[src/rtl/mc_pkg.sv]
// Shared types and encodings for the multicycle MIPS control FSM:
// states, opcode/funct values, ALU operation codes and datapath mux selects.
package mc_pkg;

  typedef enum logic [3:0] {
    RESET, FETCH, DECODE, MEMADR, MEMRD, WB_LW, MEMWR,
    EXEC_R, WB_R, EXEC_I, WB_I, BRANCH, JUMP, JR
  } state_t;

  typedef enum logic [2:0] {
    ALU_ADD = 3'b000,
    ALU_SUB = 3'b001,
    ALU_AND = 3'b010,
    ALU_OR  = 3'b011,
    ALU_SLT = 3'b100
  } alu_op_t;

  localparam logic [5:0] OP_RTYPE = 6'h00;
  localparam logic [5:0] OP_J     = 6'h02;
  localparam logic [5:0] OP_JAL   = 6'h03;
  localparam logic [5:0] OP_BEQ   = 6'h04;
  localparam logic [5:0] OP_BNE   = 6'h05;
  localparam logic [5:0] OP_ADDI  = 6'h08;
  localparam logic [5:0] OP_SLTI  = 6'h0A;
  localparam logic [5:0] OP_LW    = 6'h23;
  localparam logic [5:0] OP_SW    = 6'h2B;

  localparam logic [5:0] FN_JR  = 6'h08;
  localparam logic [5:0] FN_ADD = 6'h20;
  localparam logic [5:0] FN_SUB = 6'h22;
  localparam logic [5:0] FN_AND = 6'h24;
  localparam logic [5:0] FN_OR  = 6'h25;
  localparam logic [5:0] FN_SLT = 6'h2A;

  localparam logic       SRCA_PC   = 1'b0;
  localparam logic       SRCA_REG  = 1'b1;
  localparam logic [1:0] SRCB_REG  = 2'b00;
  localparam logic [1:0] SRCB_FOUR = 2'b01;
  localparam logic [1:0] SRCB_IMM  = 2'b10;
  localparam logic [1:0] SRCB_IMM2 = 2'b11;

  localparam logic [1:0] PC_ALU    = 2'b00;
  localparam logic [1:0] PC_JUMP   = 2'b01;
  localparam logic [1:0] PC_ALUOUT = 2'b10;

  localparam logic [1:0] WD_ALUOUT = 2'b00;
  localparam logic [1:0] WD_MDR    = 2'b01;
  localparam logic [1:0] WD_PC     = 2'b10;

  localparam logic [1:0] DST_RT = 2'b00;
  localparam logic [1:0] DST_RD = 2'b01;
  localparam logic [1:0] DST_RA = 2'b10;

endpackage

[src/rtl/mc_alu_decoder.sv]
// Combinational funct -> ALU operation map for R-type arithmetic.
// Unsupported funct codes fall back to add and are flagged as not valid.
module mc_alu_decoder
  import mc_pkg::*;
(
  input  logic [5:0] funct,
  output alu_op_t    alu_op,
  output logic       valid
);

  always_comb begin
    alu_op = ALU_ADD;
    valid  = 1'b1;
    unique case (funct)
      FN_ADD:  alu_op = ALU_ADD;
      FN_SUB:  alu_op = ALU_SUB;
      FN_AND:  alu_op = ALU_AND;
      FN_OR:   alu_op = ALU_OR;
      FN_SLT:  alu_op = ALU_SLT;
      default: valid  = 1'b0;
    endcase
  end

endmodule

[src/rtl/multicycle_controller.sv]
// Control FSM for the multicycle MIPS datapath: one state per clock,
// Moore-style strobes decoded from the state register.
module multicycle_controller
  import mc_pkg::*;
(
  input  logic       clk,
  input  logic       rst,
  input  logic [5:0] cbit,
  input  logic [5:0] alucbit,
  output logic       PCwritecnt,
  output logic       PCwritecondbeq,
  output logic       PCwritecondbne,
  output logic       memread,
  output logic       memwrite,
  output logic       IorD,
  output logic       IRwrite,
  output logic       regWrite,
  output logic       alusrcA,
  output logic [1:0] alusrcB,
  output logic [2:0] aluOp,
  output logic [1:0] pcSrc,
  output logic [1:0] memtoreg,
  output logic [1:0] regDst
);

  state_t  state, state_next;
  alu_op_t funct_op;
  logic    funct_valid;

  mc_alu_decoder u_alu_decoder (
    .funct  (alucbit),
    .alu_op (funct_op),
    .valid  (funct_valid)
  );

  // NOTE: sequential state uses non-blocking assignment so every flop samples pre-edge values.
  always_ff @(posedge clk or posedge rst) begin
    if (rst) state <= RESET;
    else     state <= state_next;
  end

  // NOTE: defaults first so no path through the case leaves a variable unassigned (no latches).
  always_comb begin
    state_next = FETCH;
    unique case (state)
      RESET:  state_next = FETCH;
      FETCH:  state_next = DECODE;
      DECODE: begin
        unique case (cbit)
          OP_LW, OP_SW:     state_next = MEMADR;
          OP_RTYPE: begin
            if (alucbit == FN_JR)  state_next = JR;
            else if (funct_valid)  state_next = EXEC_R;
            else                   state_next = FETCH;
          end
          OP_BEQ, OP_BNE:   state_next = BRANCH;
          OP_J, OP_JAL:     state_next = JUMP;
          OP_ADDI, OP_SLTI: state_next = EXEC_I;
          default:          state_next = FETCH;
        endcase
      end
      MEMADR: state_next = (cbit == OP_LW) ? MEMRD : MEMWR;
      MEMRD:  state_next = WB_LW;
      EXEC_R: state_next = WB_R;
      EXEC_I: state_next = WB_I;
      default: state_next = FETCH;
    endcase
  end

  // Async reset drives state to RESET at once, so every strobe drops combinationally.
  always_comb begin
    PCwritecnt     = 1'b0;
    PCwritecondbeq = 1'b0;
    PCwritecondbne = 1'b0;
    memread        = 1'b0;
    memwrite       = 1'b0;
    IorD           = 1'b0;
    IRwrite        = 1'b0;
    regWrite       = 1'b0;
    alusrcA        = SRCA_PC;
    alusrcB        = SRCB_REG;
    aluOp          = ALU_ADD;
    pcSrc          = PC_ALU;
    memtoreg       = WD_ALUOUT;
    regDst         = DST_RT;
    unique case (state)
      FETCH: begin
        memread    = 1'b1;
        IRwrite    = 1'b1;
        alusrcB    = SRCB_FOUR;
        PCwritecnt = 1'b1;
      end
      DECODE: alusrcB = SRCB_IMM2;
      MEMADR: begin
        alusrcA = SRCA_REG;
        alusrcB = SRCB_IMM;
      end
      MEMRD: begin
        memread = 1'b1;
        IorD    = 1'b1;
      end
      WB_LW: begin
        regWrite = 1'b1;
        memtoreg = WD_MDR;
      end
      MEMWR: begin
        memwrite = 1'b1;
        IorD     = 1'b1;
      end
      EXEC_R: begin
        alusrcA = SRCA_REG;
        aluOp   = funct_op;
      end
      WB_R: begin
        regWrite = 1'b1;
        regDst   = DST_RD;
      end
      EXEC_I: begin
        alusrcA = SRCA_REG;
        alusrcB = SRCB_IMM;
        aluOp   = (cbit == OP_SLTI) ? ALU_SLT : ALU_ADD;
      end
      WB_I: regWrite = 1'b1;
      BRANCH: begin
        alusrcA        = SRCA_REG;
        aluOp          = ALU_SUB;
        pcSrc          = PC_ALUOUT;
        PCwritecondbeq = (cbit == OP_BEQ);
        PCwritecondbne = (cbit == OP_BNE);
      end
      JUMP: begin
        pcSrc      = PC_JUMP;
        PCwritecnt = 1'b1;
        if (cbit == OP_JAL) begin
          regWrite = 1'b1;
          regDst   = DST_RA;
          memtoreg = WD_PC;
        end
      end
      JR: begin
        alusrcA    = SRCA_REG;
        PCwritecnt = 1'b1;
      end
      default: ;
    endcase
  end

endmodule

[config.mk]
export PLATFORM = sky130hd
export DESIGN_NAME = multicycle_controller
export DESIGN_NICKNAME = d
export VERILOG_FILES = /design/src/rtl/mc_pkg.sv /design/src/rtl/mc_alu_decoder.sv /design/src/rtl/multicycle_controller.sv
export SDC_FILE = /design/constraint.sdc
export NUM_CORES = 1
export LEC_CHECK = 0
export BUFFER_PORTS_ARGS = -buffer_cell sky130_fd_sc_hd__buf_2
export CORE_ASPECT_RATIO = 0.9
export CORE_MARGIN = 3
export CORE_UTILIZATION = 39
export CTS_CLUSTER_DIAMETER = 200
export DETAILED_ROUTE_END_ITERATION = 6
export GPL_TIMING_DRIVEN = 0
export PLACE_DENSITY = 0.83
export SLEW_MARGIN = 20
export SYNTH_ARGS = -nofsm -noshare
export SYNTH_HDL_FRONTEND = slang
export SYNTH_SLANG_ARGS = --single-unit
[constraint.sdc]
create_clock -name clk -period 1.2 [get_ports clk]
set_input_delay 0.12 -clock clk [delete_from_list [all_inputs] [get_ports clk]]
set_output_delay 0.12 -clock clk [all_outputs]
set_load 0.03 [all_outputs]
==> flow_metrics.env, run 1 <==
export IMPL_synth_nets=107
export IMPL_reg2reg_to="state[1]$_DFF_PP0_"
export IMPL_grt_pass1_wl_um=4990
export IMPL_wirelength_um=3700
export IMPL_place_inst=147
export IMPL_p_leak_uw=0.000575
export IMPL_start_util_pct=43.3
export IMPL_holdWs_ps=267
export IMPL_root_buffer="clkbuf_4"
export IMPL_final_antenna_net_count=0
export IMPL_utilization_pct=95.5
export IMPL_clk_latency_ps=260
export IMPL_worstPathRequired_ps=1080
export IMPL_startpoint="state[1]$_DFF_PP0_"
export IMPL_cp_num_cells=5
export IMPL_max_freq_mhz=591
export IMPL_ys_async_sr_fraction_pct=100
export IMPL_setup_tns_ps=-8200
export IMPL_grt_usage_pct=29.7
export IMPL_r2r_slack_ps=-370
export IMPL_hpwl_um=1630
export IMPL_stdcell_area_mm2=0.00143
export IMPL_finalWeightedCongestion=0.824
export IMPL_fill_cells=41
export IMPL_syn_area_um2=648
export IMPL_synth_seq_cells=4
export IMPL_power_density_mw_per_mm2=2490
export IMPL_ys_seq_area_share_pct=15.4
export IMPL_cp_top_family="simple AND/OR/NAND/NOR gates"
export IMPL_floorplan_die_area_mm2=0.00219
export IMPL_hold_viol=0
export IMPL_largest_register_ff_count=4
export IMPL_multi_input_area_um2=748
export IMPL_skew_ps=34.9
export IMPL_ir_worst_vdd_uv=1980
export IMPL_path_cells="nand2_4 -> nor4b_4 -> nand2b_1 -> nor3b_4 -> buf_6"
export IMPL_slew_limit_headroom_pct=68.1
export IMPL_viasPerCell=6.48
export IMPL_areaGrowthSynthToFinish_pct=120
export IMPL_worst_slack_ps=-491
export IMPL_maxSlewViolCount=0
export IMPL_drive_gt1_share_pct=69.0
export IMPL_synth_warnings=0
export IMPL_path_clk_slew_ps=70
export IMPL_worst_path_max_fanout=4
export IMPL_finalCritPeriodShare_pct=141
export IMPL_cts_sinks=4
export IMPL_worst_ep_arrival_time_ps=1570
export IMPL_io_buffers=32
export IMPL_path_buf_inv=1
export IMPL_clockBufferDepth=2
export IMPL_drt_initial_drc_count=42
export IMPL_worstMarginPinSlew_ps=474
export IMPL_cp_start_kind="register"
export IMPL_rsz0062_at_grt="true"
export IMPL_numCtsBuffers=3
export IMPL_cp_endpoint="aluOp[1]"
export IMPL_grt_pass1_vias=1047
export IMPL_critPathMaxStageDelay_ps=450
export IMPL_num_rows=13
export IMPL_diodes=0
export IMPL_placed_cell_area_mm2=0.00100
export IMPL_worstRegToRegCells=5
export IMPL_antenna_found_initial=0
export IMPL_overflow=0
export IMPL_num_vias=1082
export IMPL_min_path_type="in -> async"
export IMPL_top_regs="state (4)"
export IMPL_synth_distinct_cells=39
export IMPL_syn_inst=93
export IMPL_core_mm2=0.00150
export IMPL_synthFlopType="dfrtp_1"
export IMPL_setup_violations=24
export IMPL_grt_max_degree=11
export IMPL_cts_tree="yes"
export IMPL_status="complete, but fails checks"
export IMPL_drc_errors=0
export IMPL_rr_startpoint="state[1]$_DFF_PP0_"
export IMPL_max_flop_register="state"
export IMPL_endpoint_kind="output port"
export IMPL_synth_edf_count=0
export IMPL_die_h_um=44.7
export IMPL_drt_first_pass_iters=5
export IMPL_fin_crit_ps=1690
export IMPL_htreeDepth=1
export IMPL_ioPinCount=34
export IMPL_dieWidth_um=49.0
export IMPL_ff_latch_area_um2=105
export IMPL_wl_per_cell_um=22.1
export IMPL_fin_cells=167
export IMPL_slowest_stage="dfrtp_2"
export IMPL_nNetsFinal=160
export IMPL_violations="setup timing"
export IMPL_syn_avg_cell_area_um2=6.97
export IMPL_drv_cap=0
export IMPL_path_class="reg -> out"
what timing repair did:
item | 4_1_cts | 5_1_grt
resized for setup | 65 | 17
endpoints found under the hold margin | 4 | 0
hold buffers | 1 | 0
buffers inserted | 14 | 6
pin swaps | 11 | 12
setup endpoints to repair | 23 | 24
synthesized netlist by cell type, drive strengths merged, types with 2 or more instances:
master | n | area (µm²)
nand2 | 5 | 18.8
nor3b | 2 | 15.0
nor4b | 3 | 32.5
inv | 5 | 18.8
nor2 | 9 | 33.8
xnor2 | 2 | 17.5
nand2b | 7 | 43.8
nor3 | 12 | 65.1
or3b | 2 | 17.5
nor4 | 3 | 25.0
o21ai | 4 | 23.8
a21oi | 6 | 30.0
a31oi | 2 | 12.5
nand3 | 3 | 15.0
dfrtp | 4 | 100
o22ai | 2 | 12.5
buf | 5 | 33.8
or3 | 3 | 18.8
worst min path at each step:
stage,end
finish,state[1]$_DFF_PP0_
CTS,state[0]$_DFF_PP0_
floorplan,state[1]$_DFF_PP0_
global placement,state[1]$_DFF_PP0_
detailed placement,state[1]$_DFF_PP0_
global route,state[0]$_DFF_PP0_
through the flow:
| stage | worst slack (ps) | power (µW) |
|---|---|---|
| 3_3_place_gp | -415 | 2050 |
| 5_1_grt | -586 | 3690 |
| 6_report | -491 | 3560 |
| 3_5_place_dp | -438 | 2070 |
| 4_1_cts | -468 | 3090 |
| 2_1_floorplan | -275 | 1680 |
per-layer routing:
| layer | vias to the layer above | wire length [µm] | track usage [%] |
|---|---|---|---|
| met5 | - | 0 | 0 |
| met4 | 0 | 179 | 10.8 |
| met3 | 20 | 460 | 7.41 |
| met2 | 100 | 1750 | 54.2 |
| met1 | 502 | 1300 | 34.2 |
| li1 | 460 | - | - |
cell type report:
cell class	instances	share of cell area [%]
clock buffer	4	1.84
inverter	5	1.84
multi-input combinational	78	52.4
tap	22	1.93
sequential	4	7.36
buffer	5	4.29
timing repair buffer	49	30.4
power breakdown:
| group | internal (µW) | total, µW | switching [µW] |
|---|---|---|---|
| Clock | 126 | 210 | 84.1 |
| Sequential | 208 | 326 | 117 |
| Combinational | 1320 | 3030 | 1710 |
| Total | 1660 | 3560 | 1910 |
cell usage in the layout (no fill, tap or decap), drive strengths merged:
cell and n:
or3 3, o21a 1, nand2 5, nor3b 2, nor4bb 1, clkbuf 4, o2bb2ai 1, or3b 2
and3 1, nand4b 1, a22o 1, a21oi 6, o2111ai 1, nor4b 3, a31oi 2, nor4 3
xnor2 2, o22a 1, inv 5, o22ai 2, nand3 3, o221ai 1, o21ai 4, o311a 1
nor2 9, nand2b 7, a32o 1, dlygate4sd3 1, nor2b 1, dfrtp 4, nor3 12, a21o 1
buf 53
cells by family (layout without fill, tap and decap cells):
family	count (synthesis)	after routing	share of synthesized area, %
and+or+nand+nor	53	53	48.8
AOI/OAI and AO/OA	23	23	24.3
buffers and inverters	11	63	8.69
DFF	4	4	15.4
xor gates and xnor gates	2	2	2.70
worst min-delay path, stage by stage:
cell and delay [ps]:
dlygate4sd3_1 530, buf_2 120, inv_1 120
(Power assumes the default switching activity.)
==> run 2: changes to the inputs <==
Settings changed: CORE_MARGIN 3 to 2, CORE_UTILIZATION 39 to 41, PLACE_DENSITY 0.83 to 0.84, SYNTH_HIERARCHICAL from default to 1.
==> flow_metrics.env, run 2 <==
export IMPL_status="did not finish"
export IMPL_lastStage="global routing (5_1_grt)"
export IMPL_firstError="[ERROR DPL-0038] Utilization greater than 100%, impossible to legalize"
export IMPL_synth_seq_cells=4
export IMPL_io_buffers=30
export IMPL_clockBufferDepth=2
export IMPL_yosysMostFrequentCell="nor2_1"
export IMPL_ys_top_cells_by_count="nor2_1, nor3_1, a21oi_1, clkbuf_1, nand3_1"
export IMPL_grt_max_degree=11
export IMPL_die_h_um=43.8
export IMPL_syn_inst=107
export IMPL_synth_nets=121
export IMPL_syn_area_um2=722
export IMPL_finalWeightedCongestion=0.931
export IMPL_place_inst=161
export IMPL_numCtsBuffers=3
export IMPL_cts_sinks=4
export IMPL_synth_distinct_cells=41
export IMPL_ioPinCount=34
export IMPL_syn_avg_cell_area_um2=6.75
export IMPL_synth_edf_count=0
export IMPL_root_buffer="clkbuf_4"
export IMPL_grt_worst_endpoint="regDst[1]"
export IMPL_worst_ep_kind="primary output"
export IMPL_pre_cts_ws_ps=-328
export IMPL_ys_seq_area_share_pct=13.9
export IMPL_start_util_pct=43.4
export IMPL_ys_top_cells_by_area="dfrtp_1, nor3_1, nor2_1"
export IMPL_yosysTopAreaCellShare_pct=13.9
export IMPL_ys_async_sr_fraction_pct=100
export IMPL_num_rows=14
export IMPL_hpwl_um=1710
export IMPL_synthFlopType="dfrtp_1"
export IMPL_synth_warnings=6
export IMPL_htreeDepth=1
export IMPL_synth_area_leader_cell="dfrtp_1"
export IMPL_dieWidth_um=48.2
==> run 2: cell count changes after synthesis, sizes merged, moves of 2 or more <==
cell,delta
nor2b,+2
clkbuf,+7
o31ai,+3
nand3,+3
or4b,+2
a21oi,+2
nand2b,-3
nor2,+3
==> run 2: logic make-up after synthesis <==
group / count (synthesis) / share of synthesized area [%]
xor+xnor: 3 / 3.64
compound gates: 25 / 23.4
simple gates: 58 / 46.6
buf+inv: 16 / 10.9
mux: 1 / 1.56
flops: 4 / 13.9
==> run 2: timing repair <==
item                                    in CTS
hold endpoints to repair                     4
resized for setup                           56
pin swaps                                   11
buffers inserted                            12
hold buffers                                 1
endpoints found under the setup margin      23
==> run 2: metrics by stage <==
stage / instance area, µm² / util (%) / TNS, ps
CTS: 1420 / 85.1 / -7050
detailed placement: 1070 / 64.3 / -3380
global placement: 1070 / 64.3 / -2740
floorplan: 890 / - / -2070
==> run 3: changes to the inputs <==
Settings changed: CORE_AREA from default to 2 2 63 65, CORE_ASPECT_RATIO 0.9 to default, CORE_MARGIN 2 to default, CORE_UTILIZATION 41 to default, CTS_CLUSTER_DIAMETER 200 to default, DIE_AREA from default to 0 0 65 67, PLACE_DENSITY 0.84 to default, PLACE_DENSITY_LB_ADDON from default to 0.15.
Clock period 1.2 ns to 1.56 ns, I/O delays scaled along.
==> flow_metrics.env, run 3 <==
export IMPL_min_path_type="in -> reg"
export IMPL_grt_pass1_vias=859
export IMPL_cp_start_kind="register"
export IMPL_num_rows=22
export IMPL_cp_top_family="flip-flops"
export IMPL_rr_startpoint="state[3]$_DFF_PP0_"
export IMPL_synth_distinct_cells=41
export IMPL_fin_crit_ps=1550
export IMPL_slew_limit_headroom_pct=72.8
export IMPL_grt_pass1_wl_um=4110
export IMPL_die_h_um=67
export IMPL_cts_tree="yes"
export IMPL_core_mm2=0.00361
export IMPL_fill_cells=386
export IMPL_pre_cts_ws_ps=-178
export IMPL_synth_nets=121
export IMPL_hpwl_um=1820
export IMPL_ir_worst_vdd_uv=539
export IMPL_synth_warnings=6
export IMPL_min_delay_start="cbit[3]"
export IMPL_ys_top_cells_by_area="dfrtp_1, nor3_1, nor2_1"
export IMPL_worstMarginPinSlew_ps=408
export IMPL_ioPinCount=34
export IMPL_diodes=0
export IMPL_grt_usage_pct=11.9
export IMPL_io_buffers=30
export IMPL_synth_edf_count=0
export IMPL_max_flop_register="state"
export IMPL_yosysMostFrequentCell="nor2_1"
export IMPL_layout_common_cells="buf_4, buf_2, nor2_1"
export IMPL_rsz0062_at_grt="true"
export IMPL_synth_seq_cells=4
export IMPL_status="finished clean"
export IMPL_viasPerCell=4.73
export IMPL_hold_path_end="state[2]$_DFF_PP0_"
export IMPL_finalCritPeriodShare_pct=99.4
export IMPL_antenna_found_initial=0
export IMPL_worst_path_max_fanout=8
export IMPL_max_freq_mhz=645
export IMPL_final_antenna_net_count=0
export IMPL_start_util_pct=20.0
export IMPL_hold_viol=0
export IMPL_worst_ep_arrival_time_ps=1390
export IMPL_top_regs="state (4)"
export IMPL_worst_slack_ps=9.44
export IMPL_drive_gt1_share_pct=57.5
export IMPL_clockBufferDepth=2
export IMPL_nNetsFinal=169
export IMPL_wl_per_cell_um=12.8
export IMPL_final_common_cell="buf_4"
export IMPL_grt_max_degree=11
export IMPL_path_class="reg -> out"
export IMPL_worstHoldPathCells=4
export IMPL_finalWeightedCongestion=0.748
export IMPL_syn_area_um2=722
export IMPL_syn_avg_cell_area_um2=6.75
export IMPL_cts_sinks=4
export IMPL_root_buffer="clkbuf_8"
export IMPL_path_buf_inv=2
export IMPL_worstRegToRegCells=4
export IMPL_critPathMaxStageDelay_ps=390
export IMPL_num_vias=950
export IMPL_clk_latency_ps=210
export IMPL_drt_initial_drc_count=25
export IMPL_wirelength_um=2570
export IMPL_path_clk_slew_ps=30
export IMPL_drt_first_pass_iters=4
export IMPL_syn_inst=107
export IMPL_drv_cap=0
export IMPL_reg2reg_to="state[3]$_DFF_PP0_"
export IMPL_ys_async_sr_fraction_pct=100
export IMPL_p_leak_uw=0.000560
export IMPL_numCtsBuffers=3
export IMPL_yosysTopAreaCellShare_pct=13.9
export IMPL_skew_ps=2.91
export IMPL_ys_top_cells_by_count="nor2_1, nor3_1, a21oi_1, clkbuf_1, nand3_1"
export IMPL_floorplan_die_area_mm2=0.00436
export IMPL_setup_violations=0
export IMPL_worstPathRequired_ps=1400
export IMPL_synthFlopType="dfrtp_1"
export IMPL_htreeDepth=1
export IMPL_path_cells="buf_8 -> nor3_1 -> nand3_2 -> a21oi_2 -> buf_6"
export IMPL_holdWs_ps=336
export IMPL_maxSlewViolCount=0
export IMPL_synth_area_leader_cell="dfrtp_1"
export IMPL_largest_register_ff_count=4
export IMPL_dieWidth_um=65
export IMPL_overflow=0
export IMPL_drc_errors=0
export IMPL_power_density_mw_per_mm2=1670
export IMPL_endpoint_kind="output port"
export IMPL_ys_seq_area_share_pct=13.9
export IMPL_r2r_slack_ps=100
export IMPL_slowest_stage="dfrtp_1"
export IMPL_areaGrowthSynthToFinish_pct=85.1
[run 3: cell counts after synthesis]
Identical to the previous run, type by type.
[run 3: through the flow]
step | setup TNS [ps] | instances | total power [µW] | instance area (µm²) | util [%]
2_1_floorplan | -378 | 107 | 1130 | 786 | -
3_5_place_dp | -1120 | 185 | 1450 | 996 | 27.6
4_1_cts | -1.96 | 198 | 2010 | 1230 | 34.2
5_1_grt | -306 | 201 | 2390 | 1340 | 37.1
6_report | 0 | 201 | 2230 | 1340 | 37.1
3_3_place_gp | -1110 | 185 | 1460 | 996 | 27.6
[run 3: worst max path at each step]
| stage | startpoint | cells after the start | end | slack [ps] |
|---|---|---|---|---|
| CTS | cbit[1] | 6 | regDst[1] | -2 |
| global route | state[2]$_DFF_PP0_ | 5 | regDst[1] | -70 |
| detailed placement | alucbit[2] | 5 | state[3]$_DFF_PP0_ | -180 |
| global placement | state[1]$_DFF_PP0_ | 6 | PCwritecondbne | -180 |
| finish | state[1]$_DFF_PP0_ | 5 | aluOp[2] | 9 |
| floorplan | state[0]$_DFF_PP0_ | 3 | alusrcB[0] | -120 |
[run 3: kinds of logic after synthesis]
logic type,count (synthesis),share of synthesized area (%)
xor gates and xnor gates,3,3.64
muxes,1,1.56
and+or+nand+nor,58,46.6
DFF,4,13.9
AOI/OAI and AO/OA,25,23.4
buffers and inverters,16,10.9
[run 3: cell type report]
class	count	area (µm²)	area share, %
Inverter	4	15.0	1.12
Buffer	9	104	7.77
Tap cell	48	60.1	4.49
Clock buffer	3	41.3	3.09
Multi-Input combinational cell	87	676	50.6
Sequential cell	4	104	7.77
Timing Repair Buffer	46	337	25.2
[run 3: power by group]
part | internal (µW) | total (µW) | leakage [µW] | switching [µW]
clock | 164 | 211 | 0.0000216 | 47.3
combinational | 827 | 1790 | 0.000493 | 966
sequential | 157 | 229 | 0.0000461 | 71.9
total | 1150 | 2230 | 0.000560 | 1090
[run 3: tightest hold or removal path: stages]
cell,delay (ps)
buf_6,110
nor4_4,60
o221ai_1,70
o22ai_1,90
[run 3: timing repair]
item	CTS	global route
pin swaps	3	5
setup endpoints to repair	18	14
hold buffers	1	0
buffers inserted	11	4
resized for setup	30	27
hold endpoints to repair	4	0
[run 3: per-layer routing]
metal	GRT usage (%)	part of all wire, %	up-vias
li1	-	-	485
met1	15.4	47	436
met2	20.9	48	29
met3	2.70	4.8	0
met4	0.798	0	0
met5	0	0	-
